--- src/rtl/alu_pkg.sv ---
// Shared types and constants for the pipelined ALU: opcodes, flag bit positions,
// multiplier FSM states and a constant-width helper.
package alu_pkg;

    typedef enum logic [3:0] {
        ALU_ADD  = 4'd0,
        ALU_SUB  = 4'd1,
        ALU_AND  = 4'd2,
        ALU_XOR  = 4'd3,
        ALU_SLL  = 4'd4,
        ALU_SRL  = 4'd5,
        ALU_SLA  = 4'd6,
        ALU_SRA  = 4'd7,
        ALU_DIFF = 4'd8,
        ALU_INC  = 4'd9,
        ALU_MUL  = 4'd10
    } alu_op_e;

    localparam int FLAG_SIGN  = 0;
    localparam int FLAG_ZERO  = 1;
    localparam int FLAG_CARRY = 2;
    localparam int FLAG_OVF   = 3;

    typedef enum logic [1:0] {
        MUL_IDLE = 2'd0,
        MUL_RUN  = 2'd1,
        MUL_DONE = 2'd2
    } mul_state_e;

    function automatic int clog2(input int value);
        int w;
        w = 0;
        for (int i = 0; i < 31; i++) begin
            if ((1 << i) < value) w = i + 1;
        end
        return w;
    endfunction

endpackage

--- src/rtl/alu_core.sv ---
// Combinational ALU datapath between S1 and S2: a, b, op -> result, flags, illegal.
// With ALU_PIPE_MUL_EN defined, op MUL forwards the product from the pipe's multiplier.
module alu_core
    import alu_pkg::*;
#(
    parameter int WIDTH = 32
) (
    input  logic [WIDTH-1:0] a,
    input  logic [WIDTH-1:0] b,
    input  logic [3:0]       op,
`ifdef ALU_PIPE_MUL_EN
    input  logic [WIDTH-1:0] mul_prod,
`endif
    output logic [WIDTH-1:0] result,
    output logic [3:0]       flags,
    output logic             illegal
);

    localparam int SH_W = clog2(WIDTH);

    logic [WIDTH-1:0] add_x, add_y, diff;
    logic             add_cin;
    logic [WIDTH:0]   add_sum;
    logic [SH_W-1:0]  sh_amt;
    logic             big_shift;
    logic             carry, ovf;

    // SUB and INC reuse the single adder by steering its operands and carry-in.
    always_comb begin
        add_x   = a;
        add_y   = b;
        add_cin = 1'b0;
        case (op)
            ALU_SUB: begin
                add_y   = ~b;
                add_cin = 1'b1;
            end
            ALU_INC: begin
                add_x   = b;
                add_y   = '0;
                add_cin = 1'b1;
            end
            default: ;
        endcase
    end

    assign add_sum   = {1'b0, add_x} + {1'b0, add_y} + {{WIDTH{1'b0}}, add_cin};
    assign sh_amt    = b[SH_W-1:0];
    assign big_shift = |b[WIDTH-1:SH_W];
    assign diff      = a ^ b;

    always_comb begin
        result  = '0;
        carry   = 1'b0;
        ovf     = 1'b0;
        illegal = 1'b0;
        case (op)
            ALU_ADD, ALU_SUB, ALU_INC: begin
                result = add_sum[WIDTH-1:0];
                carry  = add_sum[WIDTH];
                ovf    = (add_x[WIDTH-1] == add_y[WIDTH-1]) &&
                         (add_sum[WIDTH-1] != add_x[WIDTH-1]);
            end
            ALU_AND:          result = a & b;
            ALU_XOR:          result = a ^ b;
            ALU_SLL, ALU_SLA: result = big_shift ? '0 : (a << sh_amt);
            ALU_SRL:          result = big_shift ? '0 : (a >> sh_amt);
            ALU_SRA:          result = big_shift ? {WIDTH{a[WIDTH-1]}}
                                                 : $unsigned($signed(a) >>> sh_amt);
            ALU_DIFF: begin
                // Scanning downward leaves the lowest set bit as the final winner.
                for (int i = WIDTH - 1; i >= 0; i--) begin
                    if (diff[i]) result = WIDTH'(i);
                end
            end
`ifdef ALU_PIPE_MUL_EN
            ALU_MUL:          result = mul_prod;
`endif
            default:          illegal = 1'b1;
        endcase

        flags = '0;
        if (!illegal) begin
            flags[FLAG_OVF]   = ovf;
            flags[FLAG_CARRY] = carry;
            flags[FLAG_ZERO]  = (result == '0);
            flags[FLAG_SIGN]  = result[WIDTH-1];
        end
    end

endmodule

--- src/rtl/alu_pipe.sv ---
// Two-stage valid/ready ALU pipeline (S1 operands, S2 result) around alu_core.
// Optional iterative shift-add multiplier enabled by ALU_PIPE_MUL_EN.
module alu_pipe
    import alu_pkg::*;
#(
    parameter int WIDTH = 32,
    parameter int TAG_W = 4
) (
    input  logic             clk,
    input  logic             rst,
    input  logic             in_valid,
    output logic             in_ready,
    input  logic [WIDTH-1:0] in_a,
    input  logic [WIDTH-1:0] in_b,
    input  logic [3:0]       in_op,
    input  logic [TAG_W-1:0] in_tag,
    output logic             out_valid,
    input  logic             out_ready,
    output logic [WIDTH-1:0] out_result,
    output logic [3:0]       out_flags,
    output logic [TAG_W-1:0] out_tag,
    output logic             out_illegal
);

    logic             s1_valid_q, s1_valid_d;
    logic [WIDTH-1:0] s1_a_q, s1_a_d, s1_b_q, s1_b_d;
    logic [3:0]       s1_op_q, s1_op_d;
    logic [TAG_W-1:0] s1_tag_q, s1_tag_d;

    logic             s2_valid_q, s2_valid_d;
    logic [WIDTH-1:0] s2_result_q, s2_result_d;
    logic [3:0]       s2_flags_q, s2_flags_d;
    logic [TAG_W-1:0] s2_tag_q, s2_tag_d;
    logic             s2_illegal_q, s2_illegal_d;

    logic             op_done, s1_adv, in_xfer;
    logic [WIDTH-1:0] core_result;
    logic [3:0]       core_flags;
    logic             core_illegal;

`ifdef ALU_PIPE_MUL_EN
    localparam int CNT_W = clog2(WIDTH);

    mul_state_e       mul_state_q, mul_state_d;
    logic [CNT_W-1:0] mul_cnt_q, mul_cnt_d;
    logic [WIDTH-1:0] mul_acc_q, mul_acc_d;
    logic [WIDTH-1:0] mul_mcand_q, mul_mcand_d;
    logic [WIDTH-1:0] mul_mplier_q, mul_mplier_d;

    assign op_done = (s1_op_q != ALU_MUL) || (mul_state_q == MUL_DONE);

    always_comb begin
        mul_state_d  = mul_state_q;
        mul_cnt_d    = mul_cnt_q;
        mul_acc_d    = mul_acc_q;
        mul_mcand_d  = mul_mcand_q;
        mul_mplier_d = mul_mplier_q;
        case (mul_state_q)
            MUL_IDLE: begin
                if (s1_valid_q && (s1_op_q == ALU_MUL)) begin
                    mul_state_d  = MUL_RUN;
                    mul_cnt_d    = '0;
                    mul_acc_d    = '0;
                    mul_mcand_d  = s1_a_q;
                    mul_mplier_d = s1_b_q;
                end
            end
            MUL_RUN: begin
                if (mul_mplier_q[0]) mul_acc_d = mul_acc_q + mul_mcand_q;
                mul_mcand_d  = mul_mcand_q << 1;
                mul_mplier_d = mul_mplier_q >> 1;
                mul_cnt_d    = mul_cnt_q + 1'b1;
                if (mul_cnt_q == CNT_W'(WIDTH - 1)) mul_state_d = MUL_DONE;
            end
            MUL_DONE: begin
                if (s1_adv) mul_state_d = MUL_IDLE;
            end
            default: mul_state_d = MUL_IDLE;
        endcase
    end

    always_ff @(posedge clk) begin
        if (rst) begin
            mul_state_q  <= MUL_IDLE;
            mul_cnt_q    <= '0;
            mul_acc_q    <= '0;
            mul_mcand_q  <= '0;
            mul_mplier_q <= '0;
        end else begin
            mul_state_q  <= mul_state_d;
            mul_cnt_q    <= mul_cnt_d;
            mul_acc_q    <= mul_acc_d;
            mul_mcand_q  <= mul_mcand_d;
            mul_mplier_q <= mul_mplier_d;
        end
    end
`else
    assign op_done = 1'b1;
`endif

    alu_core #(.WIDTH(WIDTH)) u_core (
        .a       (s1_a_q),
        .b       (s1_b_q),
        .op      (s1_op_q),
`ifdef ALU_PIPE_MUL_EN
        .mul_prod(mul_acc_q),
`endif
        .result  (core_result),
        .flags   (core_flags),
        .illegal (core_illegal)
    );

    // Gating with rst keeps in_ready low during the reset cycle itself.
    assign s1_adv   = s1_valid_q && op_done && (!s2_valid_q || out_ready);
    assign in_ready = !rst && (!s1_valid_q || s1_adv);
    assign in_xfer  = in_valid && in_ready;

    always_comb begin
        s1_valid_d = s1_valid_q;
        s1_a_d     = s1_a_q;
        s1_b_d     = s1_b_q;
        s1_op_d    = s1_op_q;
        s1_tag_d   = s1_tag_q;
        if (in_xfer) begin
            s1_valid_d = 1'b1;
            s1_a_d     = in_a;
            s1_b_d     = in_b;
            s1_op_d    = in_op;
            s1_tag_d   = in_tag;
        end else if (s1_adv) begin
            s1_valid_d = 1'b0;
        end

        s2_valid_d   = s2_valid_q;
        s2_result_d  = s2_result_q;
        s2_flags_d   = s2_flags_q;
        s2_tag_d     = s2_tag_q;
        s2_illegal_d = s2_illegal_q;
        if (s1_adv) begin
            s2_valid_d   = 1'b1;
            s2_result_d  = core_result;
            s2_flags_d   = core_flags;
            s2_tag_d     = s1_tag_q;
            s2_illegal_d = core_illegal;
        end else if (out_ready) begin
            s2_valid_d = 1'b0;
        end
    end

    always_ff @(posedge clk) begin
        if (rst) begin
            s1_valid_q   <= 1'b0;
            s1_a_q       <= '0;
            s1_b_q       <= '0;
            s1_op_q      <= '0;
            s1_tag_q     <= '0;
            s2_valid_q   <= 1'b0;
            s2_result_q  <= '0;
            s2_flags_q   <= '0;
            s2_tag_q     <= '0;
            s2_illegal_q <= 1'b0;
        end else begin
            s1_valid_q   <= s1_valid_d;
            s1_a_q       <= s1_a_d;
            s1_b_q       <= s1_b_d;
            s1_op_q      <= s1_op_d;
            s1_tag_q     <= s1_tag_d;
            s2_valid_q   <= s2_valid_d;
            s2_result_q  <= s2_result_d;
            s2_flags_q   <= s2_flags_d;
            s2_tag_q     <= s2_tag_d;
            s2_illegal_q <= s2_illegal_d;
        end
    end

    assign out_valid   = s2_valid_q;
    assign out_result  = s2_result_q;
    assign out_flags   = s2_flags_q;
    assign out_tag     = s2_tag_q;
    assign out_illegal = s2_illegal_q;

endmodule

--- config.mk ---
export PLATFORM = sky130hd
export DESIGN_NAME = alu_pipe
export DESIGN_NICKNAME = d
export VERILOG_FILES = /design/src/rtl/alu_pkg.sv /design/src/rtl/alu_core.sv /design/src/rtl/alu_pipe.sv
export SDC_FILE = /design/constraint.sdc
export NUM_CORES = 1
export LEC_CHECK = 0
export ABC_AREA = 0
export CELL_PAD_IN_SITES_DETAIL_PLACEMENT = 2
export CELL_PAD_IN_SITES_GLOBAL_PLACEMENT = 2
export CORE_MARGIN = 4
export CORE_UTILIZATION = 38
export DETAILED_ROUTE_END_ITERATION = 8
export HOLD_SLACK_MARGIN = 0.05
export MAX_ROUTING_LAYER = met4
export PLACE_DENSITY_LB_ADDON = 0.1
export SYNTH_ARGS = -nofsm -noshare
export SYNTH_HDL_FRONTEND = slang
export SYNTH_SLANG_ARGS = --single-unit
--- constraint.sdc ---
create_clock -name clk -period 9.6 [get_ports clk]
set_input_delay 1.44 -clock clk [delete_from_list [all_inputs] [get_ports clk]]
set_output_delay 1.44 -clock clk [all_outputs]
set_load 0.02 [all_outputs]
==> metrics.txt, run 1 <==
status=finished clean; dpl hpwl=about 52000 um; Slew @ Worst Pin=1.18 ns; WL per Instance=about 32 um; Fin Setup TNS=0 ns; max incr delay on CP=~0.68 ns; Crit-path slowest cell=a2111oi_0; pwr dens=about 150 nW/um^2; postcts setup bufs=0; area delta synth->final=14.7%; initial antenna violation count=1; first-pass GRT wire length=~110000 um; GRT overflow=0; final WL=71600 um; post-route ant nets=0; Ys Warns=0; Final Cycle Share=0.650; Critical Path Start Type=flop; Max Cap Viol=0; CP Capture Point=out_flags[1]$_SDFFE_PP0P_; CTS H-tree lvls=4; I/O Buffers=between 100 and 150; Leak Pwr=roughly 0.0058 uW; num rows=68; CP bufs+invs=1; Post-synth EDFFs=0; min Tclk post-route=just over 6 ns; FF-to-FF Start=s1_op_q[2]$_SDFFE_PP0P_; CTS tree=built; RePlAce Congestion=roughly 1.1; # diodes=0; clk root buf=clkbuf_16; register bit count reported by yosys=~120; via count=~15000; PostCTS Resize Cnt=0; fin nets=approximately 1900; worst r2r path cells=18; FFs w/ async S/R, synth=0; clock-pin slew on the worst setup and hold paths=0.07 ns; vias per std cell=6.86; chip height=about 190 um; Place WS=3.47 ns; Initial Utilization=0.385; Synth Net Count=around 1900; critical path class=reg2reg; post-synth cell types=88; Crit Reg-Reg Endpoint=out_flags[1]$_SDFFE_PP0P_; worst vdd ir=approximately 140 uV; sequential element share of the synthesized area=0.174; core box area=approximately 34000 um^2; Hold Slack=0.464 ns; worst path required time=between 9 and 10 ns; die footprint=about 38000 um^2; Clk Latency, worst-skew pair=0.46 ns; relative slew slack=0.204; hold buffers post-CTS=0; gr usage total=0.376; CP Data Arrival Time=about 6.6 ns; most used cell, CP=o21ai_0; Clock Path Buffers=2; Final setup viols=0; fin. max-slew vios=0; first drt pass iteration count=7; largest net degree at the start of global routing=71; reg2reg setup slack=around 3.4 ns; crit path max fanout=34; RSZ-0062 raised after global routing=no; chip width=slightly below 200 um; Synth Flop Type=dfxtp_1; fmax=160 MHz; vias in the first global route=15800; mapped cell area=13300 um^2; share of cells above drive strength 1=0.114; mean area per synthesized cell=between 7 and 8 um^2; Final Skew=between 0.01 and 0.015 ns; fill count=3973; Hold Violations, Final=0; Crit path max-delay family=compound AO/OA/AOI/OAI gates; total stage count of the critical path=18; drc violations=0; min setup slack post-route=3.36 ns; total CTS buffers=17; Hold Crit Class=reg2reg; clk sinks=roughly 120; DR iter-0 viols=between 1500 and 2000; Syn Inst Count=roughly 1800; IO Count=around 120; CP endpoint kind=flop; crit path cell chain=nor2_1, nand2_1, buf_4, or2_2, o21ai_0, fa_1, fa_1, a211oi_1, o21ai_0, a221oi_1, o21ai_0, xnor2_1, a2111oi_0, and4_1, nand4_1, nor3_2, nand4_1, o31ai_2; worst setup path start=s1_op_q[2]$_SDFFE_PP0P_
## synthesized netlist by cell type (6+ instances only)
| master | number | area, um^2 |
|---|---|---|
| o22ai_1 | 27 | 169 |
| o311ai_0 | 7 | 61.3 |
| o21a_1 | 6 | 45.0 |
| nand4_1 | 16 | 100 |
| nor4_1 | 24 | 150 |
| clkbuf_1 | 125 | 469 |
| o21ai_0 | 118 | 591 |
| or2_2 | 10 | 62.6 |
| a31oi_1 | 25 | 156 |
| inv_1 | 25 | 93.8 |
| nor2b_1 | 14 | 87.6 |
| a221oi_1 | 11 | 96.3 |
| buf_2 | 25 | 125 |
| a21o_1 | 14 | 105 |
| a311oi_1 | 6 | 52.6 |
| xor2_1 | 9 | 78.8 |
| a21oi_1 | 95 | 475 |
| nand2b_1 | 23 | 144 |
| a211oi_1 | 41 | 308 |
| nor3_1 | 41 | 205 |
| or4_1 | 13 | 97.6 |
| dfxtp_1 | 115 | 2300 |
| and3_1 | 11 | 68.8 |
| or3_1 | 7 | 43.8 |
| nor2_1 | 133 | 499 |
| o31ai_1 | 13 | 97.6 |
| a22oi_1 | 8 | 60.1 |
| mux2_2 | 57 | 642 |
| mux2i_1 | 91 | 911 |
| o221ai_1 | 11 | 96.3 |
| and4_1 | 6 | 52.6 |
| nand3_1 | 98 | 490 |
| xnor2_1 | 7 | 61.3 |
| ha_1 | 64 | 801 |
| a211o_1 | 8 | 70.1 |
| nand2_1 | 276 | 1040 |
| and2_1 | 6 | 37.5 |
| o211ai_1 | 19 | 143 |
| mux4_2 | 45 | 1010 |
| buf_1 | 13 | 48.8 |
## through the flow
step / util / area, um^2 / cells / power (uW)
CTS: 0.441 / 15200 / 2248 / 2190
detailed placement: 0.423 / 14600 / 2216 / 1480
finish: 0.441 / 15200 / 2248 / 2210
global placement: 0.423 / 14600 / 2216 / 1450
floorplan: - / 13300 / 1778 / 1130
global route: 0.441 / 15200 / 2248 / 2290
## final cells by class
cell class / count / area [um^2] / share of cell area
Inverter: 26 / 97.6 / 0.00642
Clock buffer: 19 / 433 / 0.0285
Tap cell: 455 / 569 / 0.0375
Sequential cell: 115 / 2320 / 0.152
Timing Repair Buffer: 156 / 1460 / 0.0961
Multi-Input combinational cell: 1464 / 10100 / 0.667
Clock inverter: 13 / 184 / 0.0121
## tightest hold or removal path: stages (launching register included)
cell     delay, ns
dfxtp_1       0.31
nand2_1       0.05
a21oi_1       0.05
## power by group
part	total [uW]	switching, uW	internal [uW]
clock network	699	265	433
registers	602	89.7	512
logic	910	575	334
total	2210	930	1280
## state kept, by name (all words and copies together) (netlist names)
register,cells
s1_a_q,32
out_tag,4
out_valid,1
s1_tag_q,4
s1_b_q,32
out_illegal,1
s1_valid_q,1
s1_op_q,4
out_flags,4
out_result,32
## how the worst min path moves through the flow
stage / startpoint / endpoint / slack (ns) / depth (start not counted)
detailed placement: out_result[8]$_SDFFE_PP0P_ / out_result[8]$_SDFFE_PP0P_ / 0.46 / 2
floorplan: s1_tag_q[0]$_SDFFE_PP0P_ / out_tag[0]$_SDFFE_PP0P_ / 0.43 / 2
CTS: s1_tag_q[1]$_SDFFE_PP0P_ / out_tag[1]$_SDFFE_PP0P_ / 0.47 / 2
global placement: s1_tag_q[0]$_SDFFE_PP0P_ / out_tag[0]$_SDFFE_PP0P_ / 0.44 / 2
global route: s1_tag_q[1]$_SDFFE_PP0P_ / out_tag[1]$_SDFFE_PP0P_ / 0.50 / 2
finish: s1_tag_q[1]$_SDFFE_PP0P_ / out_tag[1]$_SDFFE_PP0P_ / 0.46 / 2
## per-layer routing
layer	routed length (um)	GRT usage	part of all wire	vias up
li1	-	-	-	6663
met1	31500	0.511	0.44	7902
met5	0	-	0	-
met3	5500	0.0645	0.077	137
met2	32000	0.567	0.45	715
met4	2620	0.131	0.037	0
## logic make-up after synthesis
kind of cell,synth area share
compound gates,0.244
xor+xnor,0.0106
fa+ha+maj,0.0634
buf+inv,0.0630
flops,0.174
mux,0.200
simple gates,0.246
## layout by cell type, fill, tap and decap left out, types with 17 or more instances in the layout
master           instances
a211oi_1                41
a21oi_1                 95
a31oi_1                 25
buf_4                   38
clkbuf_16               17
clkdlybuf4s50_1        117
dfxtp_1                110
ha_1                    64
inv_1                   25
mux2_2                  57
mux2i_1                 91
mux4_2                  45
nand2_1                275
nand2b_1                23
nand3_1                 98
nor2_1                 133
nor3_1                  40
nor4_1                  24
o211ai_1                19
o21ai_0                118
o22ai_1                 27
No activity file was read; power rests on OpenSTA's default activity.
==> run 2, diff against run 1 <==
--- a/config.mk
+++ b/config.mk
@@ -9,7 +9,7 @@
 export CELL_PAD_IN_SITES_DETAIL_PLACEMENT = 2
 export CELL_PAD_IN_SITES_GLOBAL_PLACEMENT = 2
 export CORE_MARGIN = 4
-export CORE_UTILIZATION = 38
+export CORE_UTILIZATION = 31
 export DETAILED_ROUTE_END_ITERATION = 8
 export HOLD_SLACK_MARGIN = 0.05
 export MAX_ROUTING_LAYER = met4
==> constraint.sdc (replaced) <==
create_clock -name clk -period 5.3 [get_ports clk]
set_input_delay 0.795 -clock clk [delete_from_list [all_inputs] [get_ports clk]]
set_output_delay 0.795 -clock clk [all_outputs]
set_load 0.02 [all_outputs]
==> metrics.txt, run 2 (synthesis results as in run 1) <==
status=finished clean; hold buffers post-CTS=0 (unchanged); fin. max-slew vios=0 (unchanged); post-route ant nets=0 (unchanged); clk root buf=clkbuf_16; Hold Slack=0.453 ns (-0.0114 ns); RePlAce Congestion=1.04 (-5.7%); critical path class=reg2reg; fill count=4818 (+21%); vias per std cell=6.36 (-7.3%); worst r2r path cells=16 (-2); Place WS=0.0435 ns (-3.43 ns); Crit path max-delay family=simple AND/OR/NAND/NOR gates; P_int=2340 uW (+83%); RSZ-0062 raised after global routing=no; I/O Buffers=118 (unchanged); num rows=75 (+10%); dpl hpwl=56000 um (+7.7%); Clock Power Share=0.299 (-0.017); CTS tree=built; sequential fraction of design power=0.268 (-0.004); max incr delay on CP=0.51 ns (-0.17 ns); first drt pass iteration count=7 (unchanged); DR iter-0 viols=1553 (-15%); relative slew slack=0.217 (+0.0133); first-pass GRT wire length=106000 um (-0.42%); final WL=72300 um (+0.92%); CP Data Arrival Time=5.49 ns (-1.12 ns); HP Start=out_flags[2]$_SDFFE_PP0P_; FF-to-FF Start=s1_op_q[1]$_SDFFE_PP0P_; final instance area=15700 um^2 (+3.4%); Critical Path Start Type=flop; chip width=215 um (+10%); Hold Violations, Final=0 (unchanged); worst path required time=5.70 ns (-4.27 ns); GRT overflow=0 (unchanged); CP bufs+invs=0 (-1); CTS H-tree lvls=4 (unchanged); vias in the first global route=15500 (-2.0%); area of the multi-input gates=10200 um^2 (+0.31%); worst vdd ir=244 uV (+78%); Clock Path Buffers=2 (unchanged); area delta synth->final=18.5%; hold path depth=2 (unchanged); initial antenna violation count=4 (+3); share of cells above drive strength 1=0.139 (+0.0244); Hold Crit Class=reg2reg; Logic pwr share=0.433 (+0.021); Storage cell area=2320 um^2 (unchanged); die footprint=46100 um^2 (+22%); crit path max fanout=5 (-85%); cell area after placement=15000 um^2 (+3.2%); largest net degree at the start of global routing=81 (+14%); pwr dens=255 nW/um^2 (+75%); clock-pin slew on the worst setup and hold paths=0.06 ns (about the same); fmax=197 MHz (+23%); CP endpoint kind=flop; fin nets=1967 (+2.3%); min Tclk post-route=5.09 ns (-1.15 ns); switch share=0.416 (-0.00501); via count=15100 (-1.9%); WL per Instance=30.4 um (-4.7%); Hold EP=out_flags[2]$_SDFFE_PP0P_; Clk Latency, worst-skew pair=0.48 ns (+0.02 ns); Leak Pwr=0.00602 uW (+4.0%); Fin Setup TNS=0 ns (unchanged); most frequent cells in the layout=nand2_1 (275), nor2_1 (133), clkdlybuf4s50_1 (117), o21ai_0 (116), dfxtp_1 (110); crit path cell chain=nor2_1, and3_1, mux2_2, fa_1, fa_1, a21o_1, a211oi_1, nor3_1, a2111o_1, a211oi_2, nor4bb_1, and4_1, nand4_1, nor3_2, nand4_1, o31ai_2; Final Cycle Share=0.960 (+0.310); Final setup viols=0 (unchanged); Initial Utilization=0.315 (-0.0701); chip height=215 um (+10%); clk sinks=115 (unchanged); Final Util=0.373 (-0.0683); commonest non-fill, non-tap cell in the layout=nand2_1; drc violations=0 (unchanged); gr usage total=0.314 (-0.0618); Slew @ Worst Pin=1.17 ns (-0.0114 ns); Crit-path slowest cell=fa_1; total CTS buffers=17 (unchanged); Final Skew=0.0112 ns (-0.000263 ns); switching power=1660 uW (+79%); Max Cap Viol=0 (unchanged); IO Count=119 (unchanged); Crit Reg-Reg Endpoint=out_flags[1]$_SDFFE_PP0P_; reg2reg setup slack=0.21 ns (-3.15 ns); min setup slack post-route=0.211 ns (-3.15 ns); core box area=42100 um^2 (+22%)
[run 2: cell types whose count changed in the layout (fill, tap and decap cells not counted), moves of 2 or more]
cell | before | now
buf_4 | 38 | 79
diode_2 | 0 | 3
a2111oi_0 | 5 | 3
a221oi_2 | 0 | 2
a221oi_1 | 11 | 9
o21ai_1 | 3 | 5
o21ai_0 | 118 | 116
a2111oi_2 | 0 | 2
buf_12 | 0 | 3
bufinv_16 | 4 | 2
clkbuf_8 | 0 | 6
[run 2: power by group through the flow]
stage | clock (uW) | combinational (uW) | sequential [uW]
floorplan | 0 | 1040 | 1010
global route | 1280 | 1850 | 1070
finish | 1200 | 1730 | 1070
global placement | 0 | 1650 | 1080
CTS | 1230 | 1690 | 1070
detailed placement | 0 | 1680 | 1090
[run 2: layout make-up]
class,instances,area share
Antenna cell,3,0.000478
Clock buffer,24,0.0319
Clock inverter,8,0.00629
Inverter,26,0.00621
Multi-Input combinational cell,1464,0.647
Sequential cell,115,0.147
Tap cell,539,0.0429
Timing Repair Buffer,201,0.117
[run 2: worst max path at each step]
stage                             from                        end  slack [ns]  cells after the start
4_1_cts        s1_op_q[1]$_SDFFE_PP0P_  out_flags[1]$_SDFFE_PP0P_        0.03                     16
6_report       s1_op_q[1]$_SDFFE_PP0P_  out_flags[1]$_SDFFE_PP0P_        0.21                     16
3_5_place_dp   s1_op_q[1]$_SDFFE_PP0P_  out_flags[1]$_SDFFE_PP0P_        0.04                     16
3_3_place_gp   s1_op_q[1]$_SDFFE_PP0P_  out_flags[1]$_SDFFE_PP0P_        0.29                     16
5_1_grt        s1_op_q[1]$_SDFFE_PP0P_  out_flags[1]$_SDFFE_PP0P_        0.04                     16
2_1_floorplan  s1_op_q[0]$_SDFFE_PP0P_  out_flags[1]$_SDFFE_PP0P_        0.04                     20
[run 2: worst reg2reg max path: stages, from the launching register on]
cell	delay (ns)
dfxtp_1	0.31
nor2_1	0.30
and3_1	0.26
mux2_2	0.36
fa_1	0.50
fa_1	0.51
a21o_1	0.18
a211oi_1	0.24
nor3_1	0.15
a2111o_1	0.45
a211oi_2	0.43
nor4bb_1	0.33
and4_1	0.29
nand4_1	0.13
nor3_2	0.12
nand4_1	0.20
o31ai_2	0.25
[run 2: through the flow]
step,total power [uW],instances
after CTS,3990,2374
final,4000,2380
after global routing,4200,2379
after global placement,2730,2342
after detailed placement,2770,2342
after floorplan,2050,1778
[run 2: routing by layer]
metal | wire length (um) | share of wire | vias up | track usage
li1 | - | - | 6768 | -
met1 | 32300 | 0.45 | 7682 | 0.414
met2 | 32300 | 0.45 | 565 | 0.476
met3 | 5050 | 0.070 | 114 | 0.0715
met4 | 2600 | 0.036 | 0 | 0.106
met5 | 0 | 0 | - | -
[run 2: what timing repair did]
item | in CTS | in global routing
endpoints found under the setup margin | 0 | 2
resized for setup | 0 | 10
buffers inserted | 0 | 3
